==> src/rtl/lmarv_sim_pkg.sv <==
// Shared helpers for the clocked lmarv-1 simulation blocks.
package lmarv_sim_pkg;

  // Counter width for a count that runs 0..n-1; never narrower than one bit.
  function automatic int cnt_width(input int n);
    return (n <= 2) ? 1 : $clog2(n);
  endfunction

endpackage

==> src/rtl/deglitch_channel.sv <==
// One deglitch channel: synchroniser chain, inertial filter counter,
// registered (optionally inverted) level and edge/glitch pulses.
module deglitch_channel
  import lmarv_sim_pkg::*;
#(
  parameter int   SYNC_STAGES   = 2,
  parameter int   FILTER_CYCLES = 3,
  parameter logic INVERT_BIT    = 1'b0,
  parameter logic RESET_BIT     = 1'b0
) (
  input  logic clk,
  input  logic rst,
  input  logic a,
  output logic y,
  output logic rise,
  output logic fall,
  output logic glitch
);

  localparam int CW = cnt_width(FILTER_CYCLES);
  localparam logic [CW-1:0] CNT_LAST = CW'(FILTER_CYCLES - 1);

  logic [SYNC_STAGES-1:0] sync_q, sync_d;
  logic                   s;
  logic                   f_q, f_d;
  logic [CW-1:0]          cnt_q, cnt_d;
  logic                   y_q, y_d;
  logic                   rise_q, rise_d;
  logic                   fall_q, fall_d;
  logic                   glitch_q, glitch_d;

  assign s = sync_q[SYNC_STAGES-1];

  always_comb begin
    sync_d[0] = a;
    for (int i = 1; i < SYNC_STAGES; i++) begin
      sync_d[i] = sync_q[i-1];
    end
  end

  // A pending change is committed once s has differed from f for FILTER_CYCLES edges.
  always_comb begin
    f_d      = f_q;
    cnt_d    = cnt_q;
    rise_d   = 1'b0;
    fall_d   = 1'b0;
    glitch_d = 1'b0;
    if (s == f_q) begin
      if (cnt_q != '0) begin
        cnt_d    = '0;
        glitch_d = 1'b1;
      end
    end else if (cnt_q == CNT_LAST) begin
      f_d    = s;
      cnt_d  = '0;
      rise_d = s;
      fall_d = ~s;
    end else begin
      cnt_d = cnt_q + CW'(1);
    end
    y_d = f_d ^ INVERT_BIT;
  end

  always_ff @(posedge clk or posedge rst) begin
    if (rst) begin
      sync_q   <= {SYNC_STAGES{RESET_BIT}};
      f_q      <= RESET_BIT;
      cnt_q    <= '0;
      y_q      <= RESET_BIT ^ INVERT_BIT;
      rise_q   <= 1'b0;
      fall_q   <= 1'b0;
      glitch_q <= 1'b0;
    end else begin
      sync_q   <= sync_d;
      f_q      <= f_d;
      cnt_q    <= cnt_d;
      y_q      <= y_d;
      rise_q   <= rise_d;
      fall_q   <= fall_d;
      glitch_q <= glitch_d;
    end
  end

  assign y      = y_q;
  assign rise   = rise_q;
  assign fall   = fall_q;
  assign glitch = glitch_q;

endmodule

==> src/rtl/lvc_deglitch_bank.sv <==
// Bank of WIDTH independent deglitch channels bridging asynchronous board
// signals into the clocked simulation domain.
module lvc_deglitch_bank
  import lmarv_sim_pkg::*;
#(
  parameter int               WIDTH         = 4,
  parameter int               SYNC_STAGES   = 2,
  parameter int               FILTER_CYCLES = 3,
  parameter logic [WIDTH-1:0] INVERT        = {WIDTH{1'b0}},
  parameter logic [WIDTH-1:0] RESET_LEVEL   = {WIDTH{1'b0}}
) (
  input  logic             clk,
  input  logic             rst,
  input  logic [WIDTH-1:0] a,
  output logic [WIDTH-1:0] y,
  output logic [WIDTH-1:0] rise,
  output logic [WIDTH-1:0] fall,
  output logic [WIDTH-1:0] glitch
);

  for (genvar i = 0; i < WIDTH; i++) begin : g_ch
    deglitch_channel #(
      .SYNC_STAGES  (SYNC_STAGES),
      .FILTER_CYCLES(FILTER_CYCLES),
      .INVERT_BIT   (INVERT[i]),
      .RESET_BIT    (RESET_LEVEL[i])
    ) u_ch (
      .clk   (clk),
      .rst   (rst),
      .a     (a[i]),
      .y     (y[i]),
      .rise  (rise[i]),
      .fall  (fall[i]),
      .glitch(glitch[i])
    );
  end

endmodule
==> config.mk <==
export PLATFORM = sky130hd
export DESIGN_NAME = lvc_deglitch_bank
export DESIGN_NICKNAME = d
export VERILOG_FILES = /design/src/rtl/lmarv_sim_pkg.sv /design/src/rtl/deglitch_channel.sv /design/src/rtl/lvc_deglitch_bank.sv
export SDC_FILE = /design/constraint.sdc
export NUM_CORES = 1
export LEC_CHECK = 0
export BUFFER_PORTS_ARGS = -buffer_cell sky130_fd_sc_hd__buf_2
export CORE_MARGIN = 5
export CORE_UTILIZATION = 30
export DETAILED_ROUTE_END_ITERATION = 8
export SYNTH_ARGS = -nofsm -noshare
export SYNTH_HDL_FRONTEND = slang
export SYNTH_SLANG_ARGS = --single-unit
==> constraint.sdc <==
create_clock -name clk -period 1.2 [get_ports clk]
set_input_delay 0.24 -clock clk [delete_from_list [all_inputs] [get_ports clk]]
set_output_delay 0.24 -clock clk [all_outputs]
set_load 0.05 [all_outputs]
==> Word level (Yosys, flattened, before mapping) <==
Index checks and enable logic that the tools add are counted.
{ "word_totals": {"register_bits": 32, "in_bits": 6, "output_inout_bits": 16, "word_cells": 92} }
{ "classes": {"add_sub_neg": 4, "n_eq_ne": 12, "n_mux": 36, "bitwise_logic": 8, "n_reduce_logical": 8} }
{ "op_table": {"columns": ["cell", "count"], "rows": [
  ["$mux W1", 24],
  ["$mux W2", 12],
  ["$add A2 B1 Y2 const B", 4],
  ["$eq A2 B2 Y1 const B", 4],
  ["$ne A2 B2 Y1 const B", 4],
  ["$not A1 Y1", 8],
  ["$reduce_and A2 Y1", 4],
  ["$reduce_bool A2 Y1", 4],
  ["$eq A1 B1 Y1", 4]
]} }

==> Logic depth before layout (Yosys ltp) <==
Gate-level depths: netlist (run 1).
{ "logic_depth": {"ltp_word": 3, "mapped_depth": 2} }

==> Cells and area by module <==
Synthesis (run 1) repeated with hierarchy kept, for this count alone.
{ "hier_totals": {"cells_unflattened": 68, "hier_area_um2": 1146.1} }
{ "by_module_without_submodules": {"columns": ["module", "instances", "cells_per_inst", "area_each_um2"], "rows": [
  ["deglitch_channel", 4, 17, 286.5]
]} }

==> Least setup slack after synthesis (run 1) <==
Ideal clock, no wire load.
{ "synth_path": {"path_type": "flip-flop to flip-flop", "startpoint": "register g_ch[0].u_ch.cnt_q[0]", "endpoint": "register g_ch[0].u_ch.f_q", "setup_ns": 0.125, "arrival_time_ns": 0.819, "required_time_ns": 1.075, "path_slack_ns": 0.256, "stages_incl_launch_ff": 3, "n_path_buf": 0, "synth_period_minus_slack_ns": 0.944, "path_cell_list": "dfrtp_1 -> nor2b_4 -> mux2_4"} }
{ "synth_between": {"elab_chain_cells": 2} }
{ "synth_rtl": {"columns": ["item", "line", "text"], "rows": [
  ["start: declaration", "deglitch_channel.sv:26", "logic [CW-1:0] cnt_q, cnt_d;"],
  ["start signal: assignment", "deglitch_channel.sv:76", "cnt_q <= cnt_d;"],
  ["$eq A2 B2 Y1", "deglitch_channel.sv:53", "end else if (cnt_q == CNT_LAST) begin"],
  ["$reduce_and A2 Y1 (no line)", null, null],
  ["end signal: assignment", "deglitch_channel.sv:67", "f_q <= RESET_BIT;"],
  ["end signal: assignment", "deglitch_channel.sv:75", "f_q <= f_d;"],
  ["end: declaration", "deglitch_channel.sv:25", "logic f_q, f_d;"]
]} }
No other way between the ends.
A chain may end at the register's enable or synchronous reset.

==> results.sh, run 1 <==
export IMPL_status="finished, final reports clean"
export IMPL_min_period_ps=1150
export IMPL_critical_path_buf_inv_count=1
export IMPL_vdd_drop_max_mv=0.567
export IMPL_cp_max_fo=5
export IMPL_instances_no_fill=145
export IMPL_ioPinCount=22
export IMPL_die_h_um=73.8
export IMPL_use_met1=0.0780
export IMPL_hold_viol_final=0
export IMPL_drtIter0Drc=44
export IMPL_routedWlPerCell_um=11.6
export IMPL_finalClockSkew_ps=2.83
export IMPL_antenna_left=0
export IMPL_fin_ws_ps=47.7
export IMPL_async_flop_share=1.00
export IMPL_numCtsBuffers=5
export IMPL_whs_ps=28.9
export IMPL_slew_viol_final=0
export IMPL_fillCellCount=378
export IMPL_synth_common_cells="dfrtp_1, buf_4, and3b_1, nor3b_1"
export IMPL_insertion_delay_ps=280
export IMPL_slew_headroom=0.738
export IMPL_area_delta_synth_final_pct=13.7
export IMPL_path_cells="buf_4"
export IMPL_netlist_area_sq_um=1220
export IMPL_yosys_most_used_dff="dfrtp_1"
export IMPL_max_slew_worst_pin_slew_ps=394
export IMPL_grt_pass1_vias=619
export IMPL_antenna_found_initial=0
export IMPL_rsz0062_at_grt="no"
export IMPL_synth_top_area_frac=0.655
export IMPL_use_met2=0.107
export IMPL_grt_first_pass_wirelength_mm=2.86
export IMPL_vias=582
export IMPL_use_met3=0.0520
export IMPL_clkTransAtPathRegs_ps=60
export IMPL_dieArea_sq_um=5450
export IMPL_nets=100
export IMPL_fin_crit_sh=0.960
export IMPL_cts_sinks=32
export IMPL_htree_num_levels=2
export IMPL_end_kind="output port"
export IMPL_cap_viol_max_count=0
export IMPL_seq_area_frac_synth=0.655
export IMPL_power_density_nw_per_um2=2700
export IMPL_yosysMostFrequentCell="dfrtp_1"
export IMPL_worstPathArrival_ps=910
export IMPL_startpoint_type="flip-flop"
export IMPL_routabilityCongestion=0.634
export IMPL_drc_errors=0
export IMPL_syn_nets=87
export IMPL_p_leak_nw=0.694
export IMPL_setup_violations=0
export IMPL_cpLargestDelayFamily="flip-flops"
export IMPL_synth_cell_types=11
export IMPL_synth_seq_cells=32
export IMPL_wl_mm=1.69
export IMPL_post_cts_setup_buffers=0
export IMPL_top_usage_layer="met2"
export IMPL_cpMaxStageDelayCell="dfrtp_2"
export IMPL_fmax_ghz=0.868
export IMPL_yosysWarnings=0
export IMPL_synth_area_top_cells="dfrtp_1, buf_4, mux2_4"
export IMPL_cts_root_buf="clkbuf_8"
export IMPL_cpPeakStageDelay_ps=430
export IMPL_overflow=0
export IMPL_path_class="reg2out"
export IMPL_detail_route_vias_per_cell=4.01
export IMPL_syn_instance_count=81
export IMPL_first_pass_iters=4
export IMPL_grt_max_degree=33
export IMPL_startpoint="g_ch[0].u_ch.f_q"
export IMPL_hp_class="in2async"
export IMPL_die_w_um=73.8
export IMPL_timing_rr_start="g_ch[0].u_ch.cnt_q[1]"
export IMPL_tns_ps=0
export IMPL_dp_hpwl_mm=1.11
export IMPL_grtUsageTotal=0.0764
export IMPL_rows=23
export IMPL_holdBufCountCts=0
export IMPL_drive_gt1_frac=0.389
export IMPL_initial_core_util=0.308
export IMPL_port_buffers=21
export IMPL_coreArea_sq_um=3970
export IMPL_diodes=0
export IMPL_cts_tree="yes"
export IMPL_place_ws_ps=207
export IMPL_postSynthAreaPerCell_sq_um=15.1
export IMPL_cts_buffer_depth=2
export IMPL_dp_cells=137
export IMPL_critPathRequiredTime_ps=960
export IMPL_synth_area_leader_cell="dfrtp_1"
export IMPL_synth_edf_count=0
[cells by family after synthesis]
family,Yosys count,synth area share
AND/OR/NAND/NOR,20,0.141
buffers and inverters,17,0.101
XOR/XNOR,4,0.0287
AO/OA/AOI/OAI,4,0.0246
multiplexers,4,0.0491
flip-flops,32,0.655
[final timing paths]
kind,cells after the start,endpoint,slack [ps]
worst min register to register,0,g_ch[0].u_ch.sync_q[1],350
worst max register to register,2,g_ch[0].u_ch.f_q,210
worst min-delay path,3,g_ch[1].u_ch.fall,30
min in group clk,1,g_ch[2].u_ch.sync_q[0],60
max in group asynchronous,3,g_ch[0].u_ch.f_q,860
worst max-delay path,1,y[0],50
[what timing repair did]
item | CTS | global route
gates resized for setup | 4 | 4
hold endpoints to repair | 0 | 0
setup endpoints to repair | 4 | 4
[state kept, by name, indices dropped and copies added, names as in the netlist]
register          count
g_ch.u_ch.cnt_q       8
g_ch.u_ch.sync_q      8
g_ch.u_ch.f_q         4
g_ch.u_ch.glitch      4
g_ch.u_ch.fall        4
g_ch.u_ch.rise        4
[layout by cell type (no fill, tap or decap)]
cell      count
nor2b_4       3
and3b_1       6
mux2_4        4
dfrtp_2       1
buf_2        17
clkbuf_8      6
buf_4         2
nor3b_1       6
clkbuf_1      2
o21a_1        4
buf_6         3
nand2b_4      1
inv_1         1
nor3_1        4
dfrtp_1      31
xnor2_1       4
[where the power goes]
part	leakage, nW	internal, W	switching (W)
Combinational	0.241	0.000544	0.000761
Clock	0.0455	0.000467	0.000363
Sequential	0.408	0.00135	0.000265
[metal layers]
layer,vias to the layer above,share of wire
li1,276,-
met1,277,0.41
met2,23,0.44
met3,6,0.12
met4,0,0.039
met5,-,0
[per-stage QoR]
step                      total power (W)  area [sq um]  utilization
final                             0.00375          1390        0.350
after global routing              0.00397          1390        0.350
after CTS                         0.00377          1380        0.347
after detailed placement          0.00287          1280        0.322
after global placement            0.00282          1280        0.322
after floorplan                   0.00281          1220            -
[layout make-up]
class                      count  area [sq um]  area share
timing repair buffer          22           134      0.0963
clock buffer                   8          90.1      0.0648
tap                           50          62.6      0.0450
multi-input combinational     32           298       0.214
inverter                       1          3.75     0.00270
sequential                    32           802       0.577
(Power assumes the default switching activity.)
==> run 2: changes to the inputs <==
--- a/config.mk
+++ b/config.mk
@@ -9,6 +9,7 @@
 export CORE_MARGIN = 5
 export CORE_UTILIZATION = 30
 export DETAILED_ROUTE_END_ITERATION = 8
+export MAX_ROUTING_LAYER = met4
 export SYNTH_ARGS = -nofsm -noshare
 export SYNTH_HDL_FRONTEND = slang
 export SYNTH_SLANG_ARGS = --single-unit
==> run 2 against run 1 <==
  * Fmax about the same
  * Cell count stayed put
  * Total power about the same
  * Critical path depth unchanged
  * Clock skew about the same
  * Sequential share of layout area is the same
  * Worst hold slack lost 0.52 ps
  * Clock power hardly changed
  * Clock-buffer cell count is the same
  * Via count increased by 0.86%
  * Sequential cell count stayed put
  * Critical path type unchanged
  * Highest routed layer unchanged
==> results.sh, run 2 (same netlist as run 1, synthesis figures left out) <==
export IMPL_detail_route_vias_per_cell=4.05
export IMPL_hold_viol_final=0
export IMPL_finalClockSkew_ps=2.99
export IMPL_htree_num_levels=2
export IMPL_placedInstanceArea_sq_um=1280
export IMPL_critPathRequiredTime_ps=960
export IMPL_antenna_left=0
export IMPL_vdd_drop_max_mv=0.567
export IMPL_worstPathArrival_ps=910
export IMPL_setup_violations=0
export IMPL_min_period_ps=1150
export IMPL_top_regs="g_ch.u_ch.cnt_q (8), g_ch.u_ch.sync_q (8)"
export IMPL_cap_viol_max_count=0
export IMPL_routabilityCongestion=0.640
export IMPL_grt_pass1_vias=620
export IMPL_antenna_found_initial=0
export IMPL_clkTransAtPathRegs_ps=60
export IMPL_insertion_delay_ps=280
export IMPL_port_buffers=21
export IMPL_drtIter0Drc=40
export IMPL_drive_gt1_frac=0.389
export IMPL_power_density_nw_per_um2=2700
export IMPL_nets=100
export IMPL_startpoint_type="flip-flop"
export IMPL_initial_core_util=0.308
export IMPL_grtUsageTotal=0.0777
export IMPL_totalPowerFinal_w=0.00375
export IMPL_cp_max_fo=5
export IMPL_cts_buffer_depth=2
export IMPL_critical_path_buf_inv_count=1
export IMPL_wl_mm=1.68
export IMPL_die_w_um=73.8
export IMPL_end_kind="output port"
export IMPL_fin_crit_sh=0.961
export IMPL_slew_viol_final=0
export IMPL_status="finished, final reports clean"
export IMPL_vias=587
export IMPL_cts_sinks=32
export IMPL_whs_ps=28.4
export IMPL_hp_class="in2async"
export IMPL_final_cell_area_sq_um=1390
export IMPL_rows=23
export IMPL_coreArea_sq_um=3970
export IMPL_ioPinCount=22
export IMPL_cpMaxStageDelayCell="dfrtp_2"
export IMPL_diodes=0
export IMPL_first_pass_iters=4
export IMPL_layout_common_cells="dfrtp_1, buf_2, nor3b_1, and3b_1, clkbuf_8"
export IMPL_post_cts_setup_buffers=0
export IMPL_overflow=0
export IMPL_dp_hpwl_mm=1.11
export IMPL_tns_ps=0
export IMPL_rsz0062_at_grt="no"
export IMPL_final_common_cell="dfrtp_1"
export IMPL_cts_root_buf="clkbuf_8"
export IMPL_dieArea_sq_um=5450
export IMPL_max_slew_worst_pin_slew_ps=394
export IMPL_holdBufCountCts=0
export IMPL_grt_first_pass_wirelength_mm=2.85
export IMPL_cts_tree="yes"
export IMPL_path_cells="buf_4"
export IMPL_slew_headroom=0.738
export IMPL_fmax_ghz=0.867
export IMPL_routedWlPerCell_um=11.6
export IMPL_die_h_um=73.8
export IMPL_cpLargestDelayFamily="flip-flops"
export IMPL_cpPeakStageDelay_ps=430
export IMPL_numCtsBuffers=5
export IMPL_p_leak_nw=0.694
export IMPL_area_delta_synth_final_pct=13.7
export IMPL_postLayoutCoreUtil=0.350
export IMPL_grt_max_degree=33
export IMPL_path_class="reg2out"
export IMPL_drc_errors=0
[run 2: cell counts in the layout (fill, tap and decap cells not counted)]
Identical to the previous run, type by type.
[run 2: timing repair]
| item | CTS | global route |
|---|---|---|
| setup endpoints to repair | 4 | 4 |
| cloned | 0 | 0 |
| resized for setup | 4 | 4 |
| pin swaps | 0 | 0 |
[run 2: final cells by class]
class                           count  area, sq um
Tap cell                           50         62.6
Multi-Input combinational cell     32          298
Fill cell                         378         2580
Inverter                            1         3.75
Sequential cell                    32          802
Timing Repair Buffer               22          134
Clock buffer                        8         90.1
[run 2: through the flow]
step / setup slack (ps) / instances
floorplan: 256 / 81
global placement: 246 / 137
detailed placement: 207 / 137
CTS: 15.7 / 145
global route: 8.53 / 145
finish: 46.9 / 145
[run 2: metal layers]
layer / track usage / wire (um) / up-vias
li1: - / - / 276
met1: 0.0789 / 688 / 279
met2: 0.107 / 742 / 24
met3: 0.0424 / 171 / 8
met4: 0.0664 / 79 / 0
met5: - / 0 / -
[run 2: final timing paths]
check | slack, ps | endpoint | cells after the start | startpoint
max in group asynchronous | 870 | g_ch[0].u_ch.f_q | 3 | rst
setup / recovery | 50 | y[0] | 1 | g_ch[0].u_ch.f_q
min in group clk | 60 | g_ch[2].u_ch.sync_q[0] | 1 | a[2]
hold / removal | 30 | g_ch[1].u_ch.fall | 3 | rst
setup reg to reg | 210 | g_ch[0].u_ch.f_q | 2 | g_ch[0].u_ch.cnt_q[1]
hold reg to reg | 350 | g_ch[0].u_ch.sync_q[1] | 0 | g_ch[0].u_ch.sync_q[0]
[run 2: power breakdown]
part           switching, W  internal (W)  leakage [nW]
clock network      0.000364      0.000467        0.0455
registers          0.000264       0.00135         0.408
logic              0.000760      0.000544         0.241
[run 2: worst min-delay path, cell delays in order]
cell   delay (ps)
buf_2          90
inv_1          40
buf_4         350
